<file path="config.mk">
export PLATFORM = sky130hd
export DESIGN_NAME = mult_sequencer
export DESIGN_NICKNAME = d
export VERILOG_FILES = /design/src/rtl/mult_pkg.sv /design/src/rtl/iteration_counter.sv /design/src/rtl/mult_sequencer.sv
export SDC_FILE = /design/constraint.sdc
export NUM_CORES = 1
export LEC_CHECK = 0
export CAP_MARGIN = 20
export CORE_AREA = 2 2 39 41
export DETAILED_ROUTE_END_ITERATION = 8
export DIE_AREA = 0 0 41 43
export GPL_TIMING_DRIVEN = 0
export PLACE_DENSITY = 0.78
export SLEW_MARGIN = 20
export SYNTH_ARGS = -nofsm -noshare
export SYNTH_HDL_FRONTEND = slang
export SYNTH_HIERARCHICAL = 1
export SYNTH_SLANG_ARGS = --single-unit
export TNS_END_PERCENT = 20
</file>
<file path="constraint.sdc">
create_clock -name clk -period 2.3 [get_ports clk]
set_clock_uncertainty 0.2 [all_clocks]
set_input_delay 0.46 -clock clk [delete_from_list [all_inputs] [get_ports clk]]
set_output_delay 0.46 -clock clk [all_outputs]
set_load 0.01 [all_outputs]
</file>
<file path="src/rtl/mult_pkg.sv">
// Shared definitions for the shift-add multiplier: default widths and the control state type.
package mult_pkg;

  localparam int unsigned WIDTH_M = 16;
  localparam int unsigned WIDTH_P = 2 * WIDTH_M;

  typedef enum logic [2:0] {
    IDLE,
    LOAD,
    ADD,
    SHIFT,
    DONE
  } mult_state_t;

endpackage

</file>
<file path="src/rtl/iteration_counter.sv">
// Iteration counter for the multiplier sequencer: synchronous clear, saturating increment,
// and a flag marking the final iteration.
module iteration_counter
  import mult_pkg::*;
#(
  parameter int unsigned WIDTH_M = mult_pkg::WIDTH_M,
  parameter int unsigned CNT_W   = $clog2(WIDTH_M + 1)
) (
  input  logic             clk,
  input  logic             reset,
  input  logic             clear,
  input  logic             inc,
  output logic [CNT_W-1:0] count,
  output logic             last
);

  logic [CNT_W-1:0] r_count;
  logic [CNT_W-1:0] w_count_d;

  // Next count: clear wins over increment; increment stops at WIDTH_M.
  always_comb begin
    w_count_d = r_count;
    if (clear) begin
      w_count_d = '0;
    end else if (inc && (r_count != CNT_W'(WIDTH_M))) begin
      w_count_d = r_count + CNT_W'(1);
    end
  end

  // Count register with asynchronous reset to zero.
  always_ff @(posedge clk or posedge reset) begin
    if (reset) begin
      r_count <= '0;
    end else begin
      r_count <= w_count_d;
    end
  end

  assign count = r_count;
  assign last  = (r_count == CNT_W'(WIDTH_M - 1));

endmodule

</file>
<file path="src/rtl/mult_sequencer.sv">
// Control FSM for the shift-add sequential multiplier: LOAD, then WIDTH_M ADD/SHIFT pairs,
// then a one-cycle DONE pulse. Abort returns to IDLE from any state without touching iter.
module mult_sequencer
  import mult_pkg::*;
#(
  parameter int unsigned WIDTH_M = mult_pkg::WIDTH_M,
  parameter int unsigned CNT_W   = $clog2(WIDTH_M + 1)
) (
  input  logic             clk,
  input  logic             reset,
  input  logic             start,
  input  logic             abort,
  input  logic             q0,
  output logic             load_signal,
  output logic             mux_signal,
  output logic             add_signal,
  output logic             shift_signal,
  output logic             busy,
  output logic             done,
  output logic [CNT_W-1:0] iter
);

  mult_state_t r_state;
  mult_state_t w_state_d;
  logic        w_cnt_clear;
  logic        w_cnt_inc;
  logic        w_cnt_last;

  // Abort suppresses counter updates so iter holds its value on cancel.
  assign w_cnt_clear = (r_state == LOAD) && !abort;
  assign w_cnt_inc   = (r_state == SHIFT) && !abort;

  iteration_counter #(
    .WIDTH_M (WIDTH_M),
    .CNT_W   (CNT_W)
  ) u_iteration_counter (
    .clk   (clk),
    .reset (reset),
    .clear (w_cnt_clear),
    .inc   (w_cnt_inc),
    .count (iter),
    .last  (w_cnt_last)
  );

  // Next-state logic; abort overrides every transition.
  always_comb begin
    w_state_d = r_state;
    if (abort) begin
      w_state_d = IDLE;
    end else begin
      unique case (r_state)
        IDLE:    w_state_d = start ? LOAD : IDLE;
        LOAD:    w_state_d = ADD;
        ADD:     w_state_d = SHIFT;
        SHIFT:   w_state_d = w_cnt_last ? DONE : ADD;
        DONE:    w_state_d = IDLE;
        default: w_state_d = IDLE;
      endcase
    end
  end

  // State register with asynchronous reset to IDLE.
  always_ff @(posedge clk or posedge reset) begin
    if (reset) begin
      r_state <= IDLE;
    end else begin
      r_state <= w_state_d;
    end
  end

  // Output decode; mux_signal is the only Mealy output (follows q0 in ADD).
  always_comb begin
    load_signal  = 1'b0;
    mux_signal   = 1'b0;
    add_signal   = 1'b0;
    shift_signal = 1'b0;
    done         = 1'b0;
    busy         = (r_state != IDLE);
    unique case (r_state)
      IDLE:  ;
      LOAD:  load_signal = 1'b1;
      ADD: begin
        add_signal = 1'b1;
        mux_signal = q0;
      end
      SHIFT: shift_signal = 1'b1;
      DONE:  done = 1'b1;
      default: busy = 1'b0;
    endcase
  end

endmodule

</file>
# == After elaboration in Yosys (flattened, before gate mapping) ==
# Cells that the tools add are included.
# totals
regBits,8
inputBits,5
output_inout_bits,11
word_cells,29
# op_classes
addsub,1
eq_ne,6
muxes,12
n_reduce_logical,8
# ops
op,count
$pmux W3 S4,1
$mux W5,2
$mux W1,7
$eq A3 B2 Y1 const B,2
$mux W3,2
$add A5 B1 Y5 const B,1
$eq A5 B4 Y1 const B,1
$ne A5 B5 Y1 const B,1
$reduce_or A5 Y1,1
$eq A3 B1 Y1 const B,1
$eq A3 B3 Y1 const B,1
$logic_and A1 B1 Y1,3
$logic_not A3 Y1,1
$reduce_bool A3 Y1,1
$reduce_bool A2 Y1,1
$logic_not A1 Y1,1

# == Depth between registers and ports, before layout ==
# logic_depth
ltp_word,5
ltp_mapped,5
ltp_nobuf,5

# == Modules after synthesis ==
# Netlist, hierarchy kept.
# modules_own_cells
module,n_inst,cells_each,area_each_um2,seq_area_each_um2
iteration_counter,1,30,297.8,125.1
mult_sequencer,1,21,201.4,75.1

# == Worst setup path before layout ==
# Ideal clock, no wire load.
# synth_timing
path_type,reg2reg
start,register r_state[2]
end,"register u_iteration_counter.r_count[0], in the netlist u_iteration_counter/count[0]"
setup_time_ps,125
arrival_time_ps,1406
t_required_ps,1975
slack_ps,569
stages_incl_launch_ff,5
n_path_buf,1
period_less_slack_ps,1731
cell_sequence,dfrtp_1 -> buf_6 -> nor3_1 -> o41a_1 -> mux2_4
# synth_between
elab_chain_len,4
word_cells_on_any_way,7
classes_between,eq/ne (2); mux (1); reduce/logical (4)
# synth_lines
item,line,text
from (decl),mult_sequencer.sv:23,mult_state_t r_state;
from (signal assigned),mult_sequencer.sv:67,r_state <= w_state_d;
$eq A3 B2 Y1,mult_sequencer.sv:31,assign w_cnt_inc = (r_state == SHIFT) && !abort;
$logic_and A1 B1 Y1,mult_sequencer.sv:31,
net w_cnt_inc,mult_sequencer.sv:26,logic w_cnt_inc;
$logic_and A1 B1 Y1,iteration_counter.sv:25,end else if (inc && (r_count != CNT_W'(WIDTH_M))) begin
$reduce_bool A2 Y1 (no source line),n/a,
to (signal assigned),iteration_counter.sv:35,r_count <= w_count_d;
to (decl),iteration_counter.sv:17,logic [CNT_W-1:0] r_count;
# The timed path passes the listed nets, and every way through them passes these cells.
# A chain may end at the register's enable or synchronous reset.

# == Worst setup path in the final report ==
# layout_timing
start,register r_state[1]
end,output port busy
# layout_between
elab_chain_len,3
word_cells_on_any_way,8
classes_between,eq/ne (4); mux (1); reduce/logical (3)
# layout_lines
item,line,text
"$eq A3 B1 Y1, or another cell as far along",mult_sequencer.sv:79,unique case (r_state)
$reduce_or A5 Y1 (no source line),n/a,
$mux W1 (*),mult_sequencer.sv:79,
to (decl),mult_sequencer.sv:18,"output logic busy,"
# Mark *: on every way between the ends. The rest lies on a longest branch, timed or not.

==> impl_metrics.ini <==
[cells_and_area]
multi_input_area_um2 = 269
nNetsFinal = 79
areaGrowthSynthToFinish_pct = 40.9
num_antenna_cells = 0
final_util_pct = 50.8
final_cell_area_um2 = 703
fill_cells = 137
seqCellArea_um2 = 201
drive_gt1_share_pct = 18.8

[sta]
clock.fmax_mhz = 455
min_period_over_period_pct = 95.5
finalCriticalPeriod_ns = 2.20
final.setup.tns_ns = 0
holdWs_ns = 0.192
tightest_slew_ns = 0.801
rsz0062_at_grt = false
slew_headroom_pct = 46.2
hold_viol_final = 0
slew_viol_final = 0
setup_viol = 0

[synthesis]
avgSynthCellArea_um2 = 9.79
synth.area.top_cells = dfrtp_1 40%, ha_1 7.5%, nor2_1 6.8%
yosys_register_bits = 8
syn-num-nets = 59
yosys.area.top_type_share_pct = 40.1
ys_types = 23
netlist_area_um2 = 499
syn-instance-count = 51
synth-seq-area-share_pct = 40.1
yosysWarningCount = 6
synth_top_area_cell = dfrtp_1

[critical_path]
max_stage_delay_ns = 0.55
slowest_stage = clkdlybuf4s50_1
worstRegToRegCells = 4
worstReg2RegEnd = u_iteration_counter/count[0]
start_kind = flip-flop
path_max_fanout = 6
endpoint_kind = output port
cp.arrival_ns = 1.54
crit-reg2reg-launch = r_state[1]
rrSetupSlack_ns = 0.34
path_class = reg -> out
path_cells = nor2_4, xnor2_1, clkdlybuf4s50_1
crit_required_ns = 1.64

[power_and_ir_drop]
p_leak_uw = 0.000325
power_density_nw_per_um2 = 544
ir_drop_v = 0.000299
fin_total_pwr_uw = 383

[status]
outcome = finished clean

[routing]
drt_iter0_drc = 3
ant_nets = 0
wire_per_inst_um = 11.7
dr.pass1.iters = 4
num_vias = 417
drt_wl_total_um = 996
viasPerCell = 4.91
drcViolationCount = 0

[floorplanning]
row_count = 14
core_area_um2 = 1380
die_w_um = 41
ioPinCount = 16
start_util_pct = 36.1
dieArea_um2 = 1760
die_h_um = 43

[clock_tree]
cts_tree = done
clock_path_buffers = 2
path_clk_slew_ns = 0.06
htree_num_levels = 1
numCtsBuffers = 3
insertion_delay_ns = 0.25
cts_sinks = 8
root_buffer = clkbuf_4

[placement]
hpwl_um = 759
gp_congestion = 0.755
io_buffers = 15
postPlaceCellArea_um2 = 669

[global_route]
grt_pass1_wl_um = 1640
antenna_found_initial = 0
grt_pass1_vias = 392
grt_usage_pct = 14.4
grt_max_degree = 11
grt_overflow = 0

[worst_hold_path]
hp-class = in -> async

[job]
drv_cap = 0
==> kinds of logic (layout without fill, tap and decap cells) <==
family / count (synthesis) / in the layout / synth area share, %
simple gates: 24 / 24 / 29.3
mux: 2 / 2 / 5.01
fa+ha+maj: 3 / 3 / 7.52
buf+inv: 8 / 26 / 7.52
xor+xnor: 2 / 2 / 3.51
compound gates: 4 / 4 / 7.02
flops: 8 / 8 / 40.1
==> Yosys cell counts (all sizes together) <==
cell type and n:
and3 2, nor4b 1, mux2 1, o41a 1, xnor2 1, nor4 2, inv 7, nor3b 1
ha 3, buf 1, and2 2, xor2 1, nand2b 3, nor3 2, a31o 1, a211oi 2
nand2 1, nor2 9, dfrtp 8, nand4 1, mux2i 1
==> worst max-delay path, delay by kind of cell (launching register included) <==
kind	cells	cell delay [ns]
xor gates and xnor gates	1	0.12
buffers and inverters	1	0.55
DFF	1	0.45
and+or+nand+nor	1	0.16
==> flip-flops by register name, indices dropped and copies added (netlist names) <==
| register | count |
|---|---|
| r_state | 3 |
| u_iteration_counter/count | 5 |
==> final cells by class <==
| class | count | share of cell area (%) |
|---|---|---|
| Multi-Input combinational cell | 35 | 38.3 |
| Clock buffer | 3 | 3.20 |
| Tap cell | 16 | 2.85 |
| Buffer | 1 | 1.60 |
| Inverter | 7 | 3.74 |
| Timing Repair Buffer | 15 | 21.7 |
| Sequential cell | 8 | 28.6 |
==> power breakdown <==
group	switching [µW]	total, µW	internal, µW
clock network	45.4	105	59.6
registers	18.2	172	154
logic	45.1	105	60.3
total	109	383	274
==> through the flow <==
stage | setup slack [ns] | std cells
floorplan | 0.569 | 51
global placement | -0.0602 | 82
detailed placement | -0.0973 | 82
CTS | 0.0259 | 85
global route | 0.00550 | 85
finish | 0.103 | 85
==> layer usage <==
metal / vias up / part of all wire, % / GRT usage (%)
met1: 189 / 44 / 17.9
met3: 2 / 7.7 / 3.66
met2: 14 / 47 / 19.7
met5: - / 0 / 0
li1: 212 / - / -
met4: 0 / 0.80 / 12.0
==> worst max path at each step <==
| stage | slack, ns | startpoint | to | cells after the start |
|---|---|---|---|---|
| 2_1_floorplan | 0.57 | r_state[2] | u_iteration_counter/count[0] | 4 |
| 3_3_place_gp | -0.06 | abort | u_iteration_counter/count[0] | 4 |
| 3_5_place_dp | -0.1 | abort | u_iteration_counter/count[0] | 4 |
| 4_1_cts | 0.03 | r_state[2] | mux_signal | 4 |
| 5_1_grt | 0.006 | r_state[1] | busy | 3 |
| 6_report | 0.10 | r_state[1] | busy | 3 |
==> layout by cell type (no fill, tap or decap), drive strengths merged <==
cell type / instances
nor4b: 1
xnor2: 1
buf: 1
nand4: 1
dlymetal6s2s: 1
a211oi: 2
nand2: 1
nor3: 2
nand2b: 3
a31o: 1
mux2i: 1
dfrtp: 8
inv: 7
clkdlybuf4s50: 14
nor2: 9
mux2: 1
o41a: 1
xor2: 1
clkbuf: 3
ha: 3
nor3b: 1
and3: 2
and2: 2
nor4: 2
==> repair_timing <==
item,4_1_cts,5_1_grt
gates resized for setup,1,3
setup endpoints to repair,1,3
setup buffers,0,0
hold buffers,0,0
Note: power is estimated with default switching activity, not from simulation.
